===== src/rtl/spi_a2d_model_mc.sv =====
// Multi-channel SPI A2D serf model for Segway-level benches.
// Returns the channel requested by the previous completed frame on MISO.
// Optional dither is enabled by defining A2D_NOISE_EN.
module spi_a2d_model_mc #(
  parameter int NUM_CH  = 8,
  parameter int DATA_W  = 12,
  parameter int FRAME_W = 16,
  parameter int CH_LSB  = 11
) (
  input  logic                       clk,
  input  logic                       rst_n,
  input  logic                       SS_n,
  input  logic                       SCLK,
  input  logic                       MOSI,
  output logic                       MISO,
  input  logic [NUM_CH*DATA_W-1:0]   ch_data,
  output logic                       frame_done,
  output logic                       frame_abrt,
  output logic                       ch_err,
  output logic [3:0]                 last_ch
);

  localparam int CNT_W = $clog2(FRAME_W) + 1;

  typedef enum logic [1:0] {IDLE, SHIFT, DONE} state_t;

  state_t               state_q, state_d;
  logic [FRAME_W-1:0]   tx_q, tx_d;
  logic [FRAME_W-1:0]   rx_q, rx_d;
  logic [CNT_W-1:0]     cnt_q, cnt_d;
  logic [3:0]           sel_q, sel_d;
  logic [3:0]           lastCh_q, lastCh_d;
  logic                 chErr_q, chErr_d;
  logic                 done_q, done_d;
  logic                 abrt_q, abrt_d;

  logic [2:0]           ssSync_q;
  logic [2:0]           sclkSync_q;
  logic [1:0]           mosiSync_q;
  logic                 ssFall, ssRise, sclkRise, sclkFall, mosiS;

  logic [DATA_W-1:0]    chVal;
  logic [DATA_W-1:0]    snapVal;
  logic [FRAME_W-1:0]   rxNext;
  logic [3:0]           idx;

  // Two-flop synchronisers plus one extra stage on SS_n/SCLK for edge detection
  always_ff @(posedge clk or negedge rst_n) begin
    if (!rst_n) begin
      ssSync_q   <= 3'b111;
      sclkSync_q <= 3'b111;
      mosiSync_q <= 2'b00;
    end else begin
      ssSync_q   <= {ssSync_q[1:0], SS_n};
      sclkSync_q <= {sclkSync_q[1:0], SCLK};
      mosiSync_q <= {mosiSync_q[0], MOSI};
    end
  end

  assign ssFall   =  ssSync_q[2]   & ~ssSync_q[1];
  assign ssRise   = ~ssSync_q[2]   &  ssSync_q[1];
  assign sclkFall =  sclkSync_q[2] & ~sclkSync_q[1];
  assign sclkRise = ~sclkSync_q[2] &  sclkSync_q[1];
  assign mosiS    =  mosiSync_q[1];

  // Select the value of the currently latched channel from the flattened bus
  always_comb begin
    chVal = '0;
    for (int k = 0; k < NUM_CH; k++) begin
      if (sel_q == 4'(k)) chVal = ch_data[k*DATA_W +: DATA_W];
    end
  end

`ifdef A2D_NOISE_EN
  logic [15:0] lfsr_q, lfsr_d;
  logic        lfsrFb;

  assign lfsrFb = lfsr_q[15] ^ lfsr_q[13] ^ lfsr_q[12] ^ lfsr_q[10];

  // Dither the snapshot by -1/0/+1 with saturation; the LFSR advances once per frame
  always_comb begin
    snapVal = chVal;
    lfsr_d  = lfsr_q;
    if (state_q == IDLE && ssFall) lfsr_d = {lfsr_q[14:0], lfsrFb};
    case (lfsr_q[1:0])
      2'b01:   if (chVal != '1) snapVal = chVal + DATA_W'(1);
      2'b10:   if (chVal != '0) snapVal = chVal - DATA_W'(1);
      default: snapVal = chVal;
    endcase
  end

  // LFSR register, seeded to a fixed non-zero value at reset
  always_ff @(posedge clk or negedge rst_n) begin
    if (!rst_n) lfsr_q <= 16'hACE1;
    else        lfsr_q <= lfsr_d;
  end
`else
  assign snapVal = chVal;
`endif

  // Next-state and datapath updates for the frame FSM
  always_comb begin
    state_d  = state_q;
    tx_d     = tx_q;
    rx_d     = rx_q;
    cnt_d    = cnt_q;
    sel_d    = sel_q;
    lastCh_d = lastCh_q;
    chErr_d  = chErr_q;
    done_d   = 1'b0;
    abrt_d   = 1'b0;
    rxNext   = {rx_q[FRAME_W-2:0], mosiS};
    idx      = rxNext[CH_LSB+3:CH_LSB];
    case (state_q)
      IDLE: begin
        if (ssFall) begin
          state_d = SHIFT;
          tx_d    = FRAME_W'(snapVal);
          rx_d    = '0;
          cnt_d   = '0;
        end
      end
      SHIFT: begin
        if (ssRise) begin
          state_d = IDLE;
          abrt_d  = 1'b1;
          rx_d    = '0;
        end else begin
          if (sclkFall) tx_d = {tx_q[FRAME_W-2:0], 1'b0};
          if (sclkRise) begin
            rx_d  = rxNext;
            cnt_d = cnt_q + CNT_W'(1);
            if (cnt_q == CNT_W'(FRAME_W - 1)) begin
              state_d  = DONE;
              done_d   = 1'b1;
              lastCh_d = idx;
              if ({1'b0, idx} < 5'(NUM_CH)) begin
                sel_d = idx;
              end else begin
                sel_d   = '0;
                chErr_d = 1'b1;
              end
            end
          end
        end
      end
      DONE: begin
        if (ssRise) state_d = IDLE;
      end
      default: state_d = IDLE;
    endcase
  end

  // State and datapath registers
  always_ff @(posedge clk or negedge rst_n) begin
    if (!rst_n) begin
      state_q  <= IDLE;
      tx_q     <= '0;
      rx_q     <= '0;
      cnt_q    <= '0;
      sel_q    <= '0;
      lastCh_q <= '0;
      chErr_q  <= 1'b0;
      done_q   <= 1'b0;
      abrt_q   <= 1'b0;
    end else begin
      state_q  <= state_d;
      tx_q     <= tx_d;
      rx_q     <= rx_d;
      cnt_q    <= cnt_d;
      sel_q    <= sel_d;
      lastCh_q <= lastCh_d;
      chErr_q  <= chErr_d;
      done_q   <= done_d;
      abrt_q   <= abrt_d;
    end
  end

  assign MISO       = (state_q == SHIFT) ? tx_q[FRAME_W-1] : 1'b0;
  assign frame_done = done_q;
  assign frame_abrt = abrt_q;
  assign ch_err     = chErr_q;
  assign last_ch    = lastCh_q;

endmodule


===== config.mk =====
export PLATFORM = sky130hd
export DESIGN_NAME = spi_a2d_model_mc
export DESIGN_NICKNAME = d
export VERILOG_FILES = /design/src/rtl/spi_a2d_model_mc.sv
export SDC_FILE = /design/constraint.sdc
export NUM_CORES = 1
export LEC_CHECK = 0
export ABC_AREA = 0
export CAP_MARGIN = 20
export CORE_ASPECT_RATIO = 1.5
export CORE_UTILIZATION = 35
export CTS_BUF_LIST = sky130_fd_sc_hd__clkbuf_8
export DETAILED_ROUTE_END_ITERATION = 8
export GPL_TIMING_DRIVEN = 1
export PLACE_DENSITY_LB_ADDON = 0.2
export SLEW_MARGIN = 20
export SYNTH_ARGS = -nofsm -noshare
export SYNTH_HDL_FRONTEND = slang
export SYNTH_SLANG_ARGS = --single-unit

===== constraint.sdc =====
create_clock -name clk -period 2.4 [get_ports clk]
set_input_delay 0.48 -clock clk [delete_from_list [all_inputs] [get_ports clk]]
set_output_delay 0.48 -clock clk [all_outputs]
set_load 0.02 [all_outputs]

==> reports/metrics.cfg, run 1 <==
[floorplanning]
die_x_um=83.2
initial_core_util_pct=35.9
die_h_um=124
io_pins=109
coreArea_um2=9630
dieArea_um2=10300
rows=44

[synthesis]
yosysTopAreaCell=dfrtp_1
synth_top_family_by_area=compound AO/OA/AOI/OAI gates
ys.flop_type=dfrtp_1
postSynthAreaPerCell_um2=9.83
synth-simple-area-share_pct=12.5
synth.top_cell.area_share_pct=35.4
async_flop_share_pct=100
muxShareOfSynthArea_pct=16.0
synthAdderAreaFrac_pct=0.723
synth_edf_count=0
ys_ff_latch=55
syn_inst=352
ys_seq_area_share_pct=40.0
synth.area.top_cells=dfrtp_1 35%, mux2i_1 9.8%, inv_1 5.2%
syn_area_um2=3460
synth_compound_area_share_pct=21.0
synth-xor-area-share_pct=0
syn-num-nets=455
ys.warnings.count=0
synth_cell_types=45

[sta]
finClkSkew_ns=0.00394
worst_pin_slew_ns=0.558
hold_viol_final=0
slew_violations=0
fin_setup_tns_ns=0
min_period_ns=2.22
rsz0062_at_grt=no
final-setup-viol-count=0
hold-worst-slack_ns=0.142
worst_slack_ns=0.183
max_slew_margin_pct=62.8
max_freq_mhz=451
period_share_pct=92.4

[grt]
grt_usage_pct=18.7
grt_pass1_wl_um=15300
grt_max_degree=30
overflow=0
antenna_found_initial=0
grt_pass1_vias=3056

[routing]
wl_um=9650
drtPass1Iterations=7
vias_per_cell=5.34
ant_nets=0
num_vias=3037
wire_per_inst_um=17.0
first_iter_violations=114
drc=0

[clock_tree]
cts_buffers=5
cts_buffer_depth=2
tritoncts=yes
clockRootBuffer=clkbuf_8
clock_sinks=55
clk_pin_slew_worst_paths_ns=0.10
ctsHtreeMaxLevel=2
worstSkewPairLatency_ns=0.31

[worst_setup_path]
r2r_start=ssSync_q[1]$_DFF_PN1_
r2r_setup_slack_ns=0.35
critPathMaxFanout=14
cp_data_arrival_time_ns=1.74
crit_required_ns=1.92
critPathKind=reg2out
startpoint=state_q[0]$_DFFE_PN0P_
r2r_cells=6
r2r-end=rx_q[2]$_DFFE_PN0P_
start_kind=register
crit_path_end_kind=output pin

[placed_design]
hpwlAfterDp_um=7390
gp_congestion=0.776
dpl.cell_count=561
dp_slack_ns=0.340
io_buffers=108

[flow_run]
maxCapViolCount=0

[finish]
post-route-util_pct=49.3
syn2layout_area_growth_pct=37.2
nets=556
drive_above_1_share_pct=11.7
antennaDiodeCount=0
stdcell_count=569
layout_commonest_cell=clkdlybuf4s50_1
mostFrequentLayoutCells=107 x clkdlybuf4s50_1, 48 x inv_1, 48 x dfrtp_1

[power]
ir_worst_vdd_mv=0.490
p_per_area_nw_per_um2=471
p_leak_uw=0.00199

[status]
status=finished clean

[min_path]
worstHoldPathType=in2async

synthesized netlist by cell type, types with 2 or more instances:
| cell | instances |
|---|---|
| a221oi_1 | 11 |
| a2111oi_0 | 11 |
| buf_2 | 2 |
| dfrtp_1 | 49 |
| mux2_4 | 3 |
| a21oi_1 | 14 |
| or2_2 | 3 |
| mux2i_1 | 34 |
| nand3b_1 | 3 |
| nand2b_1 | 14 |
| a21boi_0 | 11 |
| nand2_1 | 13 |
| nor3_1 | 8 |
| mux4_2 | 2 |
| inv_1 | 48 |
| and2_1 | 11 |
| a21o_1 | 5 |
| a21oi_2 | 2 |
| ha_1 | 2 |
| nand3_1 | 2 |
| clkbuf_1 | 16 |
| o32ai_1 | 11 |
| nor2_1 | 7 |
| or4_1 | 2 |
| buf_6 | 2 |
| nor2b_1 | 2 |
| mux2_2 | 11 |
| dfstp_2 | 6 |
| o21ai_0 | 3 |
| and3_1 | 2 |
| o31ai_1 | 13 |
| o221ai_1 | 11 |
| buf_4 | 6 |
logic make-up after synthesis:
logic type      count (synthesis)
buf+inv                        76
fa+ha+maj                       2
mux                            50
flops                          55
simple gates                   74
compound gates                 95
how the worst max path moves through the flow:
| stage | endpoint | slack, ns |
|---|---|---|
| 3_3_place_gp | rx_q[13]$_DFFE_PN0P_ | 0.41 |
| 6_report | MISO | 0.18 |
| 3_5_place_dp | rx_q[2]$_DFFE_PN0P_ | 0.34 |
| 5_1_grt | MISO | 0.1 |
| 4_1_cts | MISO | 0.04 |
| 2_1_floorplan | rx_q[11]$_DFFE_PN0P_ | 0.61 |
where the power goes:
part           total [uW]  internal [uW]  switching (uW)
Sequential           1150           1060            89.9
Combinational         556            316             240
Clock                 529            212             317
Total                2240           1590             647
critical path: stages, from the launching register on:
cell	delay (ns)
dfrtp_2	0.52
nand2b_1	0.14
nor2_1	0.14
clkdlybuf4s50_1	0.62
metrics by stage:
step | power (uW) | cell area, um2
final | 2240 | 4750
after global routing | 2380 | 4750
after CTS | 2270 | 4740
after detailed placement | 1730 | 4650
after global placement | 1710 | 4650
after floorplan | 1450 | 3460
cell type report:
class / count / area [um2]
Clock buffer: 5 / 68.8
Tap cell: 115 / 144
Multi-Input combinational cell: 221 / 1740
Fill cell: 883 / 4890
Clock inverter: 3 / 22.5
Sequential cell: 55 / 1390
Timing Repair Buffer: 122 / 1210
Inverter: 48 / 180
state kept, by name, indices dropped and copies added (netlist names):
signal and flops:
tx_q 16, rx_q 14, cnt_q 5, last_ch 4, sclkSync_q 3, sel_q 3, ssSync_q 3, mosiSync_q 2
state_q 2, ch_err 1, frame_abrt 1, frame_done 1
repair_timing:
action | 4_1_cts | 5_1_grt
setup endpoints to repair | 0 | 1
buffers inserted | 0 | 0
hold buffers | 0 | 0
gates resized for setup | 0 | 1
routing by layer:
metal / wire length, um / track usage (%) / part of all wire, %
met1: 4020 / 21.9 / 42
met2: 5080 / 35.2 / 53
met3: 452 / 3.31 / 4.7
met4: 93 / 4.85 / 0.96
met5: 0 / 0 / 0
Note: power is estimated with default switching activity, not from simulation.
==> run 2: changes to the inputs <==
Settings changed: DONT_BUFFER_PORTS set to 1.
==> reports/metrics.cfg, run 2 (synthesis results as in run 1) <==
[clock_tree]
cts_resized=0  ; unchanged
ctsHtreeMaxLevel=2  ; unchanged
clock_sinks=55  ; unchanged
tritoncts=yes  ; unchanged
clk_pin_slew_worst_paths_ns=0.11  ; was 0.10 ns
cts_buffers=5  ; unchanged
cts_buffer_depth=2  ; unchanged
worstSkewPairLatency_ns=0.32  ; was 0.31 ns
clockRootBuffer=clkbuf_8  ; unchanged

[grt]
grt_pass1_wl_um=12900  ; was 15300 um
grt_max_degree=56  ; was 30
antenna_found_initial=0  ; unchanged
grt_usage_pct=15.8  ; was 18.7%
overflow=0  ; unchanged
grt_pass1_vias=2509  ; was 3056

[flow_run]
maxCapViolCount=0  ; unchanged

[min_path]
worstHoldPathType=in2async  ; unchanged

[placed_design]
io_buffers=0  ; was 108
hpwlAfterDp_um=5930  ; was 7390 um
dpl_cell_area_um2=3550  ; was 4650 um2
gp_congestion=0.834  ; was 0.776

[finish]
mostFrequentLayoutCells=48 x inv_1, 48 x dfrtp_1, 34 x mux2i_1  ; was 107 x clkdlybuf4s50_1, 48 x inv_1, 48 x dfrtp_1
largest_reg_flops=16  ; unchanged
fillers=918  ; was 883
syn2layout_area_growth_pct=6.87  ; was 37.2%
nets=447  ; was 556
antennaDiodeCount=0  ; unchanged
largest-register=tx_q  ; unchanged
fin_area_um2=3700  ; was 4750 um2
drive_above_1_share_pct=14.8  ; was 11.7%
post-route-util_pct=38.4  ; was 49.3%
reg.largest.list=tx_q x16, rx_q x14, cnt_q x5  ; unchanged

[floorplanning]
die_h_um=124  ; unchanged
rows=44  ; unchanged
dieArea_um2=10300  ; unchanged
die_x_um=83.2  ; unchanged
coreArea_um2=9630  ; unchanged
io_pins=109  ; unchanged
initial_core_util_pct=35.9  ; unchanged

[sta]
max_freq_mhz=470  ; was 451 MHz
finClkSkew_ns=0.0120  ; was 0.00394 ns
min_period_ns=2.13  ; was 2.22 ns
fin_setup_tns_ns=0  ; unchanged
slew_violations=0  ; unchanged
hold_viol_final=0  ; unchanged
final-setup-viol-count=0  ; unchanged
rsz0062_at_grt=no  ; unchanged
max_slew_margin_pct=63.0  ; was 62.8%
worst_pin_slew_ns=0.541  ; was 0.558 ns
period_share_pct=88.7  ; was 92.4%

[worst_setup_path]
cp_data_arrival_time_ns=2.38  ; was 1.74 ns
critPathMaxFanout=10  ; was 14
crit_required_ns=2.65  ; was 1.92 ns
crit_path_end_kind=register  ; was output pin
critPathKind=reg2reg  ; was reg2out
start_kind=register  ; unchanged

[routing]
drtPass1Iterations=4  ; was 7
num_vias=2582  ; was 3037
drc=0  ; unchanged
ant_nets=0  ; unchanged
vias_per_cell=5.61  ; was 5.34
first_iter_violations=249  ; was 114
wl_um=8020  ; was 9650 um
wire_per_inst_um=17.4  ; was 17.0 um

[power]
ir_worst_vdd_mv=0.349  ; was 0.490 mV
p_per_area_nw_per_um2=593  ; was 471 nW/um2
p_leak_uw=0.00159  ; was 0.00199 uW
power_uw=2190  ; was 2240 uW

[status]
status=finished clean  ; unchanged

[run 2: cell types whose count changed in the layout (fill, tap and decap cells not counted), sizes merged]
| cell | previous run | this run |
|---|---|---|
| clkinv | 1 | 0 |
| clkdlybuf4s50 | 107 | 0 |
| bufinv | 0 | 1 |
| buf | 15 | 13 |
[run 2: report_power, final]
part	switching (uW)	total, uW	internal, uW
Sequential	87.1	1150	1060
Clock	333	655	322
Combinational	210	389	179
[run 2: repair_timing]
action,in CTS,in global routing
setup buffers,0,0
hold buffers,1,0
endpoints found under the hold margin,55,0
[run 2: worst max-delay path: stages, from the launching register on]
cell	delay [ns]
dfstp_2	0.62
and2b_1	0.33
o21ai_1	0.14
a21oi_2	0.45
buf_4	0.28
mux2i_1	0.23
[run 2: worst paths after layout]
| kind | startpoint | end | slack (ns) | cells past startpoint |
|---|---|---|---|---|
| max | ssSync_q[1]$_DFF_PN1_ | rx_q[10]$_DFFE_PN0P_ | 0.27 | 5 |
| min | rst_n | tx_q[13]$_DFFE_PN0P_ | 0.009 | 1 |
| max reg2reg | ssSync_q[1]$_DFF_PN1_ | rx_q[10]$_DFFE_PN0P_ | 0.27 | 5 |
| min reg2reg | ssSync_q[0]$_DFF_PN1_ | ssSync_q[1]$_DFF_PN1_ | 0.36 | 0 |
| max in group asynchronous | rst_n | sclkSync_q[2]$_DFF_PN1_ | 2.11 | 1 |
| min in group clk | SCLK | sclkSync_q[0]$_DFF_PN1_ | 0.14 | 0 |
[run 2: layout make-up]
type / instances / area, um2 / area share (%)
tap: 115 / 144 / 3.89
multi-input combinational: 221 / 1740 / 47.0
sequential: 55 / 1390 / 37.5
clock inverter: 3 / 50.0 / 1.35
inverter: 48 / 180 / 4.87
clock buffer: 5 / 68.8 / 1.86
timing repair buffer: 13 / 130 / 3.52
[run 2: layer usage]
metal | share of wire [%] | up-vias | GRT usage (%)
met5 | 0 | - | 0
met4 | 1.4 | 0 | 5.50
met3 | 6.1 | 9 | 3.05
met2 | 50 | 88 | 26.9
met1 | 43 | 1229 | 20.1
li1 | - | 1256 | -
[run 2: through the flow]
stage	hold slack [ns]	setup slack, ns	std cells
global route	0.0179	0.0981	460
finish	0.00879	0.271	460
detailed placement	0.188	0.265	451
floorplan	0.184	0.609	352
global placement	0.188	0.337	451
CTS	0.00297	0.244	460
==> run 3: changes to the inputs <==
Settings changed: PLACE_DENSITY_LB_ADDON 0.2 to not set.
==> reports/metrics.cfg, run 3 (synthesis results as in run 1) <==
[status]
status=finished, violations left  ; was finished clean
violations=negative hold slack

[routing]
wl_met3_um=395  ; was 485 um
top_layer=met4  ; unchanged
wire_per_inst_um=17.0  ; was 17.4 um
vias_per_cell=5.66  ; was 5.61
num_vias=2583  ; was 2582
dr_wl_met2_um=4040  ; was 3980 um
ant_nets=0  ; unchanged
wl_um=7730  ; was 8020 um
drc=0  ; unchanged
drtPass1Iterations=4  ; unchanged
first_iter_violations=102  ; was 249
wl_met1_um=3200  ; was 3430 um

[finish]
multi_input_area_um2=1740  ; about the same
reg.largest.list=tx_q x16, rx_q x14, cnt_q x5  ; unchanged
fin_area_um2=3630  ; was 3700 um2
layout_commonest_cell=dfrtp_1
fillers=941  ; was 918
largest_reg_flops=16  ; unchanged
nets=443  ; was 447
syn2layout_area_growth_pct=4.95  ; was 6.87%
final-seq-area_um2=1380  ; was 1390 um2
largest-register=tx_q  ; unchanged
mostFrequentLayoutCells=49 x dfrtp_1, 48 x inv_1, 34 x mux2i_1  ; was 48 x inv_1, 48 x dfrtp_1, 34 x mux2i_1
drive_above_1_share_pct=13.5  ; was 14.8%
antennaDiodeCount=0  ; unchanged

[sta]
finClkSkew_ns=0.0123  ; was 0.0120 ns
hold-worst-slack_ns=-0.00852  ; was 0.00879 ns
hold_viol_final=8  ; was 0
fin_setup_tns_ns=0  ; unchanged
max_slew_margin_pct=48.3  ; was 63.0%
period_share_pct=90.6  ; was 88.7%
slew_violations=0  ; unchanged
final-setup-viol-count=0  ; unchanged
rsz0062_at_grt=no  ; unchanged
max_freq_mhz=460  ; was 470 MHz
min_period_ns=2.18  ; was 2.13 ns
worst_pin_slew_ns=0.775  ; was 0.541 ns

[placed_design]
io_buffers=0  ; unchanged
gp_congestion=0.771  ; was 0.834
hpwlAfterDp_um=5850  ; was 5930 um
dpl_cell_area_um2=3500  ; was 3550 um2

[power]
ir_worst_vdd_mv=0.280  ; was 0.349 mV
p_leak_uw=0.00155  ; was 0.00159 uW
power_uw=2060  ; was 2190 uW
p_per_area_nw_per_um2=567  ; was 593 nW/um2

[worst_setup_path]
crit_required_ns=1.92  ; was 2.65 ns
critPathMaxFanout=19  ; was 10
cp_data_arrival_time_ns=1.70  ; was 2.38 ns
start_kind=register  ; unchanged
critPathKind=reg2out  ; was reg2reg
crit_path_end_kind=output pin  ; was register

[clock_tree]
tritoncts=yes  ; unchanged
cts_buffer_depth=2  ; unchanged
clock_sinks=55  ; unchanged
worstSkewPairLatency_ns=0.32  ; about the same
ctsHtreeMaxLevel=2  ; unchanged
clockRootBuffer=clkbuf_8  ; unchanged
postCtsSetupRepairBufs=0  ; unchanged
cts_buffers=5  ; unchanged
clk_pin_slew_worst_paths_ns=0.10  ; was 0.11 ns

[floorplanning]
io_pins=109  ; unchanged
die_x_um=83.2  ; unchanged
coreArea_um2=9630  ; unchanged
initial_core_util_pct=35.9  ; unchanged
dieArea_um2=10300  ; unchanged
rows=44  ; unchanged
die_h_um=124  ; unchanged

[grt]
grt_pass1_vias=2597  ; was 2509
overflow=0  ; unchanged
antenna_found_initial=0  ; unchanged
grt_max_degree=50  ; was 56
grt_usage_pct=15.3  ; was 15.8%
grt_pass1_wl_um=12600  ; was 12900 um

[min_path]
worstHoldPathType=in2async  ; unchanged

[flow_run]
maxCapViolCount=0  ; unchanged

-- run 3: cell types whose count changed in the layout (fill, tap and decap cells not counted), sizes merged --
cell and change:
buf -5, clkinv +2, bufinv -1, inv -1, dlygate4sd3 +1
-- run 3: final cells by class --
| cell class | instances | area share [%] |
|---|---|---|
| clock buffers | 5 | 1.90 |
| clock inverters | 3 | 0.620 |
| inverters | 48 | 4.96 |
| multi-input cells | 221 | 48.0 |
| flip-flops and latches | 55 | 38.1 |
| well taps | 115 | 3.96 |
| repair buffers | 9 | 2.48 |
-- run 3: worst paths after layout --
kind / start / end / slack (ns) / depth (start not counted)
worst max register to register: state_q[0]$_DFFE_PN0P_ / tx_q[3]$_DFFE_PN0P_ / 0.34 / 3
worst min register to register: ssSync_q[0]$_DFF_PN1_ / ssSync_q[1]$_DFF_PN1_ / 0.35 / 0
min in group clk: SCLK / sclkSync_q[0]$_DFF_PN1_ / 0.16 / 0
worst min-delay path: rst_n / last_ch[3]$_DFFE_PN0P_ / -0.009 / 1
max in group asynchronous: rst_n / sclkSync_q[1]$_DFF_PN1_ / 1.61 / 1
worst max-delay path: state_q[1]$_DFFE_PN0P_ / MISO / 0.22 / 2
-- run 3: report_power, final --
group	total [uW]	switching, uW	internal, uW
combinational	380	209	170
clock	530	320	210
sequential	1150	89.2	1060
-- run 3: stage by stage --
| step | util (%) | setup slack [ns] | std cells | hold WS [ns] |
|---|---|---|---|---|
| after global routing | 37.7 | 0.103 | 456 | 0.000194 |
| after detailed placement | 36.3 | 0.354 | 446 | 0.187 |
| after global placement | 36.3 | 0.401 | 446 | 0.187 |
| after CTS | 37.7 | 0.0783 | 456 | 0.00287 |
| after floorplan | - | 0.609 | 352 | 0.184 |
| final | 37.7 | 0.225 | 456 | -0.00852 |
-- run 3: routing by layer --
layer	track usage [%]	vias to the layer above
met1	19.1	1249
met2	27.5	81
li1	-	1245
met4	4.96	0
met3	2.05	8
met5	0	-
-- run 3: worst max-delay path, cell delays in order, from the launching register on --
cell,delay [ns]
dfrtp_1,0.61
nand2b_1,0.43
nor2_2,0.34
-- run 3: timing repair --
action / CTS / global route
hold buffers: 2 / 0
setup endpoints to repair: 0 / 1
endpoints found under the hold margin: 49 / 0
gates resized for setup: 0 / 1
